<file path="src/rtl/shift_word_serializer_if.sv">
// Valid/ready stream bundle for the word serializer: a wide input word
// stream and a narrow slice stream with first/last framing.
interface shift_word_serializer_if #(
    parameter int WIDTH = 32,
    parameter int SLICE = 8
);
    logic [WIDTH-1:0] in_data;
    logic             in_valid;
    logic             in_ready;
    logic [SLICE-1:0] out_data;
    logic             out_valid;
    logic             out_ready;
    logic             out_first;
    logic             out_last;

    modport master (
        output in_data, in_valid, out_ready,
        input  in_ready, out_data, out_valid, out_first, out_last
    );

    modport slave (
        input  in_data, in_valid, out_ready,
        output in_ready, out_data, out_valid, out_first, out_last
    );
endinterface

</file>
<file path="src/rtl/shift_word_serializer.sv">
// Splits each WIDTH-bit word into NSLICE slices, LSB slice first, with
// first/last framing and a running count of fully emitted words.
module shift_word_serializer #(
    parameter int WIDTH = 32,
    parameter int SLICE = 8,
    parameter int CNT_W = 16
) (
    input  logic                 clk,
    input  logic                 rst,
    shift_word_serializer_if.slave bus,
    output logic                 busy,
    output logic [CNT_W-1:0]     word_count
);
    localparam int NSLICE = WIDTH / SLICE;
    localparam int IDX_W  = $clog2(NSLICE);
    localparam logic [IDX_W-1:0] IDX_LAST = IDX_W'(NSLICE - 1);

    typedef enum logic {IDLE, SHIFT} state_e;

    state_e           state_q;
    logic [WIDTH-1:0] shreg_q;
    logic [IDX_W-1:0] idx_q;
    logic [IDX_W-1:0] idx_d;
    logic [CNT_W-1:0] cnt_q;
    logic             first_q;
    logic             last_q;

    assign idx_d = idx_q + 1'b1;

    always_ff @(posedge clk) begin
        if (rst) begin
            state_q <= IDLE;
            shreg_q <= '0;
            idx_q   <= '0;
            cnt_q   <= '0;
            first_q <= 1'b0;
            last_q  <= 1'b0;
        end else begin
            unique case (state_q)
                IDLE: begin
                    if (bus.in_valid) begin
                        shreg_q <= bus.in_data;
                        idx_q   <= '0;
                        first_q <= 1'b1;
                        last_q  <= 1'b0;
                        state_q <= SHIFT;
                    end
                end
                SHIFT: begin
                    if (bus.out_ready) begin
                        if (last_q) begin
                            cnt_q <= cnt_q + 1'b1;
                            // Reload on the last beat keeps the link busy.
                            if (bus.in_valid) begin
                                shreg_q <= bus.in_data;
                                idx_q   <= '0;
                                first_q <= 1'b1;
                                last_q  <= 1'b0;
                            end else begin
                                first_q <= 1'b0;
                                last_q  <= 1'b0;
                                state_q <= IDLE;
                            end
                        end else begin
                            shreg_q <= shreg_q >> SLICE;
                            idx_q   <= idx_d;
                            first_q <= 1'b0;
                            last_q  <= (idx_d == IDX_LAST);
                        end
                    end
                end
                default: state_q <= IDLE;
            endcase
        end
    end

    assign bus.out_data  = shreg_q[SLICE-1:0];
    assign bus.out_valid = (state_q == SHIFT);
    assign bus.out_first = first_q;
    assign bus.out_last  = last_q;
    assign bus.in_ready  = (state_q == IDLE) || (bus.out_ready && last_q);
    assign busy          = (state_q == SHIFT);
    assign word_count    = cnt_q;
endmodule

</file>
<file path="src/flat_wrapper.sv">
// flat-port wrapper written by rule: the top's interface ports become plain ports
module shift_word_serializer_flat 
#(
    parameter int WIDTH = 32,
    parameter int SLICE = 8,
    parameter int CNT_W = 16
)
  (clk, rst, busy, word_count, bus_in_data, bus_in_valid, bus_out_ready, bus_in_ready, bus_out_data, bus_out_valid, bus_out_first, bus_out_last);
  shift_word_serializer_if #(.WIDTH(WIDTH), .SLICE(SLICE)) bus_i ();
  input  logic clk;
  input  logic rst;
  output logic busy;
  output logic [CNT_W-1:0] word_count;
  input wire logic [$bits(bus_i.in_data)-1:0] bus_in_data;
  input wire logic [$bits(bus_i.in_valid)-1:0] bus_in_valid;
  input wire logic [$bits(bus_i.out_ready)-1:0] bus_out_ready;
  output wire logic [$bits(bus_i.in_ready)-1:0] bus_in_ready;
  output wire logic [$bits(bus_i.out_data)-1:0] bus_out_data;
  output wire logic [$bits(bus_i.out_valid)-1:0] bus_out_valid;
  output wire logic [$bits(bus_i.out_first)-1:0] bus_out_first;
  output wire logic [$bits(bus_i.out_last)-1:0] bus_out_last;
  assign bus_i.in_data = bus_in_data;
  assign bus_i.in_valid = bus_in_valid;
  assign bus_i.out_ready = bus_out_ready;
  assign bus_in_ready = bus_i.in_ready;
  assign bus_out_data = bus_i.out_data;
  assign bus_out_valid = bus_i.out_valid;
  assign bus_out_first = bus_i.out_first;
  assign bus_out_last = bus_i.out_last;
  shift_word_serializer #(.WIDTH(WIDTH), .SLICE(SLICE), .CNT_W(CNT_W)) u_core (.clk(clk), .rst(rst), .bus(bus_i), .busy(busy), .word_count(word_count));
endmodule
</file>
<file path="config.mk">
export PLATFORM = sky130hd
export DESIGN_NAME = shift_word_serializer_flat
export DESIGN_NICKNAME = d
export VERILOG_FILES = /design/src/rtl/shift_word_serializer_if.sv /design/src/rtl/shift_word_serializer.sv /design/src/flat_wrapper.sv
export SDC_FILE = /design/constraint.sdc
export NUM_CORES = 1
export LEC_CHECK = 0
export CAP_MARGIN = 30
export CORE_ASPECT_RATIO = 1.25
export CORE_UTILIZATION = 50
export DETAILED_ROUTE_END_ITERATION = 12
export GPL_ROUTABILITY_DRIVEN = 1
export PLACE_DENSITY_LB_ADDON = 0.2
export SYNTH_ARGS = -nofsm -noshare
export SYNTH_HDL_FRONTEND = slang
export SYNTH_SLANG_ARGS = --single-unit
</file>
<file path="constraint.sdc">
create_clock -name clk -period 4.3 [get_ports clk]
set_input_delay 0.645 -clock clk [delete_from_list [all_inputs] [get_ports clk]]
set_output_delay 0.645 -clock clk [all_outputs]
set_load 0.02 [all_outputs]
</file>
==> qor.txt <==
Outcome -> complete, no violations
Seq. cell area -> 1060 µm²
CTS Buf Count -> 5
Vias -> 1962
Post-synthesis cell area -> 2320 µm²
Worst-Skew Late Latency -> 0.31 ns
Seq/Total Area, Yosys -> 0.458
Die H -> 78.1 µm
Final hold vios -> 0
Root Driver -> clkbuf_8
Leak pwr -> 1.14 nW
Starting Density -> 0.524
Num Clock Sinks -> 53
CP arrival -> 2.17 ns
Endpoints failing setup -> 0
Clk buf depth -> 2
Post-CTS Setup Inserts -> 0
Synth cell count leaders -> nor2_1, dfxtp_1, o221a_2
Initial antenna violation count -> 0
Largest family of logic cells by synthesized area -> simple AND/OR/NAND/NOR gates
Drt via density -> 5.42
Worst VDD drop -> 0.256 mV
Drt initial violations -> 173
Power per standard cell area -> 322 nW/µm²
First-pass GRT wire length -> 8130 µm
Layout cells sized above 1 -> 0.138
Post-Synthesis Cells -> 255
Clock skew -> 0.0127 ns
IO Count -> 65
EDFF count, synth -> 0
Minimum clock period -> 2.82 ns
Synth area leaders -> dfxtp_1, nor2_1, o221a_2
Post-synth top area share -> 0.458
Synth Area in Compound Gates -> 0.188
Residual DRC -> 0
Yosys top cell by area -> dfxtp_1
Number of global-route vias before repair -> 1756
Clock-pin slew on the worst setup and hold paths -> 0.09 ns
Syn_nets -> 293
DR pass1 iterations -> 4
Aggregate negative setup slack -> 0 ns
FF-to-FF Start -> u_core.bus.out_valid
Number of diodes -> 0
Wire per inst -> 13.3 µm
Xor/xnor share of the synthesized area -> 0.0378
Hold buffers post-CTS -> 0
Yosys reg bits -> 53
Max cap viols -> 0
# port buffers -> 64
Largest net degree at the start of global routing -> 54
Final Max Tran Viols -> 0
Worst min-delay path category -> register to register
Die width -> 62.9 µm
Finished Cell Area -> 3000 µm²
Worst setup margin -> 1.48 ns
Row count -> 27
CORE AREA -> 4430 µm²
Mux contribution to synthesized area -> 0.00432
Post-Synth Adder-Cell Area -> 0.0108
Critical Path RT -> 3.65 ns
Number of antenna-violating nets in the routed design -> 0
Multi-input gate area -> 1100 µm²
Netlist cell types -> 43
RSZ-0062 raised after global routing -> false
Gp weighted congestion -> 0.783
Final cycle utilization of the critical path -> 0.655
Crit-path max FO -> 8
Mean Syn Cell Area -> 9.09 µm²
Fin util -> 0.677
Most frequent cell after synthesis -> nor2_1
# nets final -> 341
H-tree lvl count -> 2
FF-to-FF setup slack -> 2.44 ns
Worst slew pin tran -> 0.923 ns
Global Route Usage Sum -> 0.206
Pre-CTS setup slack -> 1.49 ns
Total Wirelength -> 4820 µm
Worst Setup EP -> bus_in_ready
Post-synthesis simple-gate area fraction -> 0.235
Fmax achieved -> 355 MHz
TritonCTS clock tree -> done
Setup crit start kind -> input pin
Area Overhead vs Synth -> 29.2%
Post-CTS sizing -> 0
Die Area -> 4920 µm²
Worst r2r path cells -> 3
Total Power -> 0.000966 W
Dpl hpwl -> 3200 µm
Crit path from -> bus_out_ready
Ys async rst share -> 0
Worst rel slew slack -> 0.384
Setup crit end kind -> output pin
Kind of critical path -> input pin to output pin
# fillers -> 387
Placed inst area -> 2890 µm²
Main synth FF type -> dfxtp_1
Synthesis Warnings -> 0
Total gr overflow -> 0
RR Endpoint -> u_core.shreg_q[10]
-- metal layers --
metal | wire, µm | GRT usage | part of all wire | vias up
li1 | - | - | - | 1000
met1 | 2270 | 0.269 | 0.47 | 907
met2 | 2280 | 0.332 | 0.47 | 49
met3 | 200 | 0.0363 | 0.042 | 6
met4 | 58 | 0.0860 | 0.012 | 0
met5 | 0 | 0 | 0 | -
-- worst min path at each step --
| stage | start | endpoint | depth (start not counted) |
|---|---|---|---|
| 6_report | u_core.word_count[15] | u_core.word_count[15] | 2 |
| 5_1_grt | u_core.word_count[15] | u_core.word_count[15] | 2 |
| 4_1_cts | u_core.word_count[15] | u_core.word_count[15] | 2 |
| 3_5_place_dp | u_core.word_count[15] | u_core.word_count[15] | 2 |
| 3_3_place_gp | u_core.idx_q[1] | u_core.idx_q[1] | 2 |
| 2_1_floorplan | u_core.idx_q[1] | u_core.idx_q[1] | 2 |
-- registers in the layout (all words and copies together) (netlist names) --
| name | flops |
|---|---|
| u_core.bus.out_first | 1 |
| u_core.bus.out_last | 1 |
| u_core.bus.out_valid | 1 |
| u_core.idx_q | 2 |
| u_core.shreg_q | 32 |
| u_core.word_count | 16 |
-- area by class of cell --
cell class,count,share of cell area
inverter,4,0.00501
clock inverter,3,0.00835
sequential,53,0.354
timing repair buffer,65,0.217
clock buffer,5,0.0230
tap,58,0.0242
multi-input combinational,174,0.368
-- through the flow --
| step | hold WS [ns] | instances |
|---|---|---|
| final | 0.491 | 362 |
| after global routing | 0.519 | 362 |
| after detailed placement | 0.479 | 353 |
| after floorplan | 0.459 | 255 |
| after global placement | 0.467 | 353 |
| after CTS | 0.494 | 361 |
-- logic make-up after synthesis --
kind of cell,count (synthesis)
AO/OA/AOI/OAI,50
AND/OR/NAND/NOR,111
flip-flops,53
adder cells (fa/ha/maj),2
XOR/XNOR,10
multiplexers,1
buffers and inverters,28
-- layout by cell type (no fill, tap or decap), types with 2 or more instances in the layout --
cell type        Yosys  layout
and4_1               2       2
or3_1                2       2
o221a_2             23      23
a21oi_1              8       8
clkbuf_8             0       5
nand4b_1             2       2
a22oi_1              8       8
xnor2_1              5       5
o21ai_1              2       2
clkdlybuf4s50_1      0      63
nand2_1              4       4
o21ai_0              3       3
dfxtp_1             53      53
ha_1                 2       2
nand3_1              7       7
xor2_1               5       5
nand4_1              2       2
nor2_1              76      76
inv_1                4       4
-- report_power, final --
group	leakage (nW)	switching [W]	total (W)	internal (W)
logic	0.663	0.0000655	0.000144	0.0000788
registers	0.435	0.0000167	0.000535	0.000518
clock network	0.0447	0.000169	0.000286	0.000118
total	1.14	0.000251	0.000966	0.000715
-- critical path: stages --
cell and delay, ns:
clkdlybuf4s50_1 0.65, a21boi_1 0.15, inv_1 0.12, clkdlybuf4s50_1 0.61
Note: power is estimated with default switching activity, not from simulation.
